==> config.mk <==
export PLATFORM = sky130hd
export DESIGN_NAME = decoder_5x32
export DESIGN_NICKNAME = d
export VERILOG_FILES = /design/src/rtl/decoder_pkg.sv /design/src/rtl/decoder_3x8.sv /design/src/rtl/decoder_5x32.sv
export SDC_FILE = /design/constraint.sdc
export NUM_CORES = 1
export LEC_CHECK = 0
export BUFFER_PORTS_ARGS = -buffer_cell sky130_fd_sc_hd__buf_2
export CAP_MARGIN = 20
export CELL_PAD_IN_SITES_DETAIL_PLACEMENT = 0
export CELL_PAD_IN_SITES_GLOBAL_PLACEMENT = 2
export CORE_ASPECT_RATIO = 1.25
export CORE_MARGIN = 1
export CORE_UTILIZATION = 24
export DETAILED_ROUTE_END_ITERATION = 10
export PLACE_DENSITY_LB_ADDON = 0.1
export RECOVER_POWER = 50
export REMOVE_ABC_BUFFERS = 1
export SETUP_SLACK_MARGIN = 0.5
export SLEW_MARGIN = 20
export SYNTH_ARGS = -nofsm -noshare
export SYNTH_HDL_FRONTEND = slang
export SYNTH_HIERARCHICAL = 1
export SYNTH_SLANG_ARGS = --single-unit
==> constraint.sdc <==
create_clock -name clk -period 0.8 [get_ports clk]
set_input_delay 0.2 -clock clk [delete_from_list [all_inputs] [get_ports clk]]
set_output_delay 0.2 -clock clk [all_outputs]
set_load 0.05 [all_outputs]
==> src/rtl/decoder_pkg.sv <==
`default_nettype none
// ============================================================================
//  Module   : decoder_pkg
//  Brief    : Shared widths, types and reset constant for the 5-to-32 decoder.
//  Revision : 1.0 - initial release
// ============================================================================
package decoder_pkg;

    localparam int SEL_W  = 5;
    localparam int OUT_W  = 32;
    localparam int BANK_W = 8;
    localparam int BANK_N = OUT_W / BANK_W;

    typedef logic [SEL_W-1:0] sel_t;
    typedef logic [OUT_W-1:0] onehot_t;

    // All-zero "no select" value held by the registered output during reset
    localparam onehot_t ONEHOT_RESET = 32'h0;

    // True only when exactly one bit is set; any X makes the result X,
    // which an if/else consumer resolves to "not one-hot".
    function automatic logic is_onehot(input onehot_t v);
        return (v != '0) && ((v & (v - onehot_t'(1))) == '0);
    endfunction

endpackage : decoder_pkg
`default_nettype wire

==> src/rtl/decoder_3x8.sv <==
`default_nettype none
// ============================================================================
//  Module   : decoder_3x8
//  Brief    : Pure-combinational 3-to-8 one-hot decoder (one bank).
//  Revision : 1.0 - initial release
// ============================================================================
module decoder_3x8
    import decoder_pkg::*;
(
    input  logic [2:0]        sel,
    output logic [BANK_W-1:0] dec
);

    always_comb begin
        dec = 'x;
        case (sel)
            3'd0:    dec = 8'b0000_0001;
            3'd1:    dec = 8'b0000_0010;
            3'd2:    dec = 8'b0000_0100;
            3'd3:    dec = 8'b0000_1000;
            3'd4:    dec = 8'b0001_0000;
            3'd5:    dec = 8'b0010_0000;
            3'd6:    dec = 8'b0100_0000;
            3'd7:    dec = 8'b1000_0000;
            default: dec = 'x;
        endcase
    end

endmodule : decoder_3x8
`default_nettype wire

==> src/rtl/decoder_5x32.sv <==
`default_nettype none
// ============================================================================
//  Module   : decoder_5x32
//  Brief    : 5-to-32 one-hot decoder, combinational and registered outputs.
//             Optional one-hot checker: DECODER_5X32_ONEHOT_CHECK_EN.
//  Revision : 1.0 - initial release
// ============================================================================
module decoder_5x32
    import decoder_pkg::*;
(
    input  logic             clk,
    input  logic             rst_n,
    output logic [OUT_W-1:0] result,
    input  logic [SEL_W-1:0] control,
    output logic [OUT_W-1:0] result_q
`ifdef DECODER_5X32_ONEHOT_CHECK_EN
    ,
    output logic             err_q
`endif
);

    logic [BANK_N-1:0] w_bank_en;
    onehot_t           w_tree;
    onehot_t           w_xmask;
    onehot_t           w_result;
    onehot_t           r_result;

    always_comb begin
        w_bank_en = 'x;
        case (control[4:3])
            2'd0:    w_bank_en = 4'b0001;
            2'd1:    w_bank_en = 4'b0010;
            2'd2:    w_bank_en = 4'b0100;
            2'd3:    w_bank_en = 4'b1000;
            default: w_bank_en = 'x;
        endcase
    end

    generate
        for (genvar k = 0; k < BANK_N; k++) begin : g_bank
            logic [BANK_W-1:0] w_dec;

            decoder_3x8 u_dec (
                .sel (control[2:0]),
                .dec (w_dec)
            );

            assign w_tree[k*BANK_W +: BANK_W] = {BANK_W{w_bank_en[k]}} & w_dec;
        end
    endgenerate

    // Logically zero; in simulation an unknown select bit turns it into X so
    // the AND-tree's zero bits cannot masquerade as a valid one-hot word.
    assign w_xmask  = {OUT_W{(^control) ^ (^control)}};
    assign w_result = w_tree ^ w_xmask;
    assign result   = w_result;

    always_ff @(posedge clk or negedge rst_n) begin
        if (!rst_n) begin
            r_result <= ONEHOT_RESET;
        end else begin
            r_result <= w_result;
        end
    end

    assign result_q = r_result;

`ifdef DECODER_5X32_ONEHOT_CHECK_EN
    logic w_err;
    logic r_err;

    // if/else so an X from the one-hot test lands on the error branch
    always_comb begin
        w_err = 1'b1;
        if (is_onehot(w_result)) begin
            w_err = 1'b0;
        end else begin
            w_err = 1'b1;
        end
    end

    always_ff @(posedge clk or negedge rst_n) begin
        if (!rst_n) begin
            r_err <= 1'b0;
        end else begin
            r_err <= w_err;
        end
    end

    assign err_q = r_err;
`endif

endmodule : decoder_5x32
`default_nettype wire

==> results of run 1 <==
## power groups by stage
stage	clock network [mW]	logic (mW)	registers, mW
after CTS	1.33	0.851	1.66
after detailed placement	0	0.581	1.68
after global routing	1.39	0.958	1.66
final	1.28	0.904	1.66
after global placement	0	0.575	1.68
after floorplan	0	0.186	1.77
## per-stage QoR
step	utilization	hold WS (ns)	TNS [ns]
4_1_cts	0.521	-0.141	-20.66
6_report	0.556	-0.0685	-20.36
3_3_place_gp	0.351	0.155	-28.03
3_5_place_dp	0.351	0.161	-29.16
2_1_floorplan	-	-0.0956	-27.23
5_1_grt	0.556	-0.0137	-22.88
## layout make-up
cell class / instances / share of cell area
Tap cell: 64 / 0.0263
Sequential cell: 32 / 0.263
Clock buffer: 8 / 0.0295
Timing Repair Buffer: 108 / 0.459
Multi-Input combinational cell: 64 / 0.222
## cells by family after synthesis
group | Yosys count | synth area share
buffers and inverters | 6 | 0.0490
DFF | 32 | 0.581
and+or+nand+nor | 64 | 0.370
## critical path: cells and delay by family
kind | cells | cell delay [ns]
AND/OR/NAND/NOR | 2 | 0.42
buffers and inverters | 3 | 0.48
## worst max path at each step
stage,start,to,slack [ns]
after global placement,control[0],result[0],-0.79
final,control[1],result[3],-0.51
after floorplan,control[2],result_q[3]$_DFF_PN0_,-1.05
after detailed placement,control[1],result[20],-0.75
after CTS,control[1],result[20],-0.51
after global routing,control[1],result[3],-0.55
## layer usage
layer | global-route usage | share of wire | vias up
met5 | 0 | 0 | -
li1 | - | - | 586
met2 | 0.249 | 0.54 | 43
met4 | 0.0436 | 0.013 | 0
met1 | 0.179 | 0.40 | 614
met3 | 0.0372 | 0.052 | 6
## timing repair
action / CTS / global route
endpoints found under the hold margin: 32 / 32
endpoints found under the setup margin: 96 / 96
gates resized for setup: 188 / 31
cloned: 5 / 2
pin swaps: 4 / 7
setup buffers: 11 / 6
## layout by cell type, fill, tap and decap left out, types with 3 or more instances in the layout
cell	netlist	final
buf_12	0	8
and3_4	0	3
dfrtp_1	32	32
clkbuf_8	0	6
buf_4	0	9
clkbuf_1	0	4
buf_6	6	65
and3b_2	12	26
nor3b_2	0	12
and3_1	8	7
buf_16	0	3
nor3b_4	0	4
buf_8	0	15
nor3b_1	20	4
==> metrics.cfg, run 1 <==
[place]
dp_hpwl_um = 2570
placed_area_um2 = 1920
portBuffers = 70
gp_congestion = 0.661
dp_cells = 244
place_ws_ns = -0.750

[pwr]
p_leak_nw = 1.56
internal_power_mw = 2.80
finalPower_mw = 3.84
p_sw_frac = 0.270
ir_worst_vdd_mv = 0.789
clkPwrFrac = 0.333
combPwrFrac = 0.236
switchingPower_mw = 1.04
p_per_area_nw_per_um2 = 1260
seqPwrFrac = 0.432

[sta]
slew_violations = 0
timing.final.hold_violations = 7
setup_viol = 67
rsz0062_at_grt = true
fmax_ghz = 0.765
finalCritPeriodShare = 1.63
finalWorstSetupSlack_ns = -0.507
worstMarginPinSlew_ns = 0.617
holdWs_ns = -0.0685
relSlewSlack = 0.589
period_needed_ns = 1.31

[floorplanning]
core_um2 = 5480
num_rows = 30
pin_count = 71
die_w_um = 69.8
start_util = 0.252
die_height_um = 86.7
dieArea_um2 = 6050

[critical_path]
crit_fanout = 8
crit_type = in -> out
max_stage_delay_ns = 0.22
cp.arrival_ns = 1.11
worstSetupEndpointType = output port
crit_path_start_kind = input port
path_cells = buf_12 -> buf_2 -> and3b_2 -> nor3b_4 -> buf_6
crit_slowest_cell = nor3b_4
critPathRequiredTime_ns = 0.60

[clocking]
h-tree-depth = 2
clk_pin_slew_ns = 0.06
clock-sinks = 32
clockBufferDepth = 2
root_buffer = clkbuf_8
cts_tree = yes
numCtsBuffers = 5

[run]
drv_cap = 0

[synthesis]
synth_edf_count = 0
yosysSeqAreaShare = 0.581
synth_cells = 102
synth_common_cells = dfrtp_1, nor3b_1, and3b_1, and3b_2, and3_1
synth.most_common_cell = dfrtp_1
yosys-top-cells-area = dfrtp_1, nor3b_1, and3b_1
ys_ff_latch = 32
syn-cell-area_um2 = 1380
yosysTopAreaCell = dfrtp_1
netlist.area_leader.share = 0.581
yosys_most_used_dff = dfrtp_1
yosysWarningCount = 6
ys_types = 8
avgSynthCellArea_um2 = 13.5
synthArstFlopShare = 1.00

[detailed_routing]
dr.pass1.iters = 4
drc = 0
vias = 1249
drt-vias-per-instance = 4.53
drtIter0Drc = 19
detail_route.wl_per_cell_um = 15.2
ant_nets = 0
wl_um = 4200

[global_route]
grt_pass1_wl_um = 6860
grt_use_total = 0.145
antenna_found_initial = 0
grt_pass1_vias = 1304
overflow = 0
grt_max_degree = 33

[status]
status = finished, violations left
violations = hold timing, setup timing

[final_layout]
drive_above_1_share = 0.769
largest_reg_flops = 32
instances_no_fill = 276
layout.nets = 218
stdcell_area_um2 = 3050
syn_to_final_growth_pct = 121
nFillCells = 469
n_antenna_cell = 0
seq_area_um2 = 801
multi_input_area_um2 = 678

[worst_hold_path]
hp-class = in -> async

Power figures use the tool's default switching activity.
==> inputs of run 2 (changes only) <==
Settings changed: MAX_ROUTING_LAYER from default to met4.
==> run 2 against run 1 <==
  * The run still ends with hold timing, setup timing left
  * Fmax down 0.18%
  * Power about the same
  * Critical path depth unchanged
  * Combinational power about the same
  * Die area unchanged
  * Cell count unchanged
  * Sequential share of layout area up 0.076 points
  * Cell area down 0.29%
  * Sequential cell count unchanged
  * Critical path type unchanged
  * Largest cell class unchanged
  * Highest routed layer unchanged
==> metrics.cfg, run 2 (synthesized netlist as in run 1, its figures left out) <==
[status]
status = finished, violations left
violations = hold timing, setup timing

[critical_path]
worstSetupEndpointType = output port
critPathRequiredTime_ns = 0.60
crit_type = in -> out
cp.arrival_ns = 1.11
crit_fanout = 8
crit_path_start_kind = input port

[sta]
finalWorstSetupSlack_ns = -0.510
fmax_ghz = 0.764
relSlewSlack = 0.590
slew_violations = 0
holdWs_ns = -0.0748
timing.final.hold_violations = 7
setup_viol = 67
fin_tns_setup_ns = -20.39
finalCritPeriodShare = 1.64
worstMarginPinSlew_ns = 0.615
period_needed_ns = 1.31
rsz0062_at_grt = true

[clocking]
clockBufferDepth = 2
h-tree-depth = 2
clock-sinks = 32
root_buffer = clkbuf_8
numCtsBuffers = 5
cts_tree = yes
clk_pin_slew_ns = 0.06

[pwr]
combPwrFrac = 0.235
ir_worst_vdd_mv = 0.788
seqPwrFrac = 0.432
internal_power_mw = 2.80
p_leak_nw = 1.56
p_sw_frac = 0.270
clkPwrFrac = 0.333
p_per_area_nw_per_um2 = 1260
switchingPower_mw = 1.03

[floorplanning]
dieArea_um2 = 6050
start_util = 0.252
num_rows = 30
pin_count = 71
die_height_um = 86.7
core_um2 = 5480
die_w_um = 69.8

[final_layout]
syn_to_final_growth_pct = 121
drive_above_1_share = 0.764
instances_no_fill = 276
layout.nets = 218
final_common_cell = buf_6
largest_reg_flops = 32
nFillCells = 469
final_cell_mix = buf_6, dfrtp_1, and3b_2, buf_8, nor3b_2
n_antenna_cell = 0

[global_route]
grt_use_total = 0.150
grt_max_degree = 33
grt_pass1_wl_um = 6840
antenna_found_initial = 0
overflow = 0
grt_pass1_vias = 1306

[detailed_routing]
dr.pass1.iters = 4
drt-vias-per-instance = 4.55
detail_route.wl_per_cell_um = 15.3
drc = 0
wl_um = 4210
ant_nets = 0
drtIter0Drc = 31
vias = 1257

[place]
dp_cells = 244
portBuffers = 70
gp_congestion = 0.667
dp_hpwl_um = 2570

[run]
drv_cap = 0

[worst_hold_path]
hp-class = in -> async

[run 2: metal layers]
metal	part of all wire	GRT usage
met1	0.39	0.177
met5	0	-
met4	0.013	0.0436
met2	0.54	0.251
met3	0.056	0.0384
[run 2: per-stage QoR]
stage / hold WS [ns] / setup slack (ns) / total power, mW / util / instance area (um2)
floorplan: -0.0956 / -1.05 / 1.96 / - / 1310
global placement: 0.155 / -0.794 / 2.25 / 0.351 / 1920
detailed placement: 0.161 / -0.750 / 2.26 / 0.351 / 1920
CTS: -0.141 / -0.513 / 3.84 / 0.521 / 2860
global route: -0.0137 / -0.559 / 4.01 / 0.555 / 3040
finish: -0.0748 / -0.510 / 3.83 / 0.555 / 3040
[run 2: cell type report]
class / count / area [um2] / share of cell area
Clock buffer: 8 / 90.1 / 0.0296
Timing Repair Buffer: 108 / 1400 / 0.459
Sequential cell: 32 / 801 / 0.263
Tap cell: 64 / 80.1 / 0.0263
Multi-Input combinational cell: 64 / 673 / 0.221
[run 2: timing repair]
action                                 CTS  global route
buffers inserted                        11             6
cloned                                   5             2
endpoints found under the hold margin   32            32
gates resized for setup                188            29
pin swaps                                4             7
setup endpoints to repair               96            96
[run 2: power by group through the flow]
stage          Sequential (mW)  Combinational, mW  Clock [mW]
6_report                  1.66              0.902        1.27
5_1_grt                   1.66              0.956        1.39
4_1_cts                   1.66              0.851        1.33
3_5_place_dp              1.68              0.581           0
3_3_place_gp              1.68              0.575           0
2_1_floorplan             1.77              0.186           0
[run 2: worst paths after layout]
| kind | slack (ns) | start | to | depth (start not counted) |
|---|---|---|---|---|
| worst min-delay path | -0.07 | rst_n | result_q[23]$_DFF_PN0_ | 2 |
| worst max-delay path | -0.51 | control[1] | result[3] | 5 |
| min in group clk | 0.24 | control[3] | result_q[6]$_DFF_PN0_ | 2 |
| max in group asynchronous | 0.34 | rst_n | result_q[31]$_DFF_PN0_ | 2 |
[run 2: worst max-delay path, stage by stage]
cell and delay [ns]:
buf_12 0.11, buf_2 0.19, and3b_2 0.20, nor3b_4 0.21, buf_6 0.19
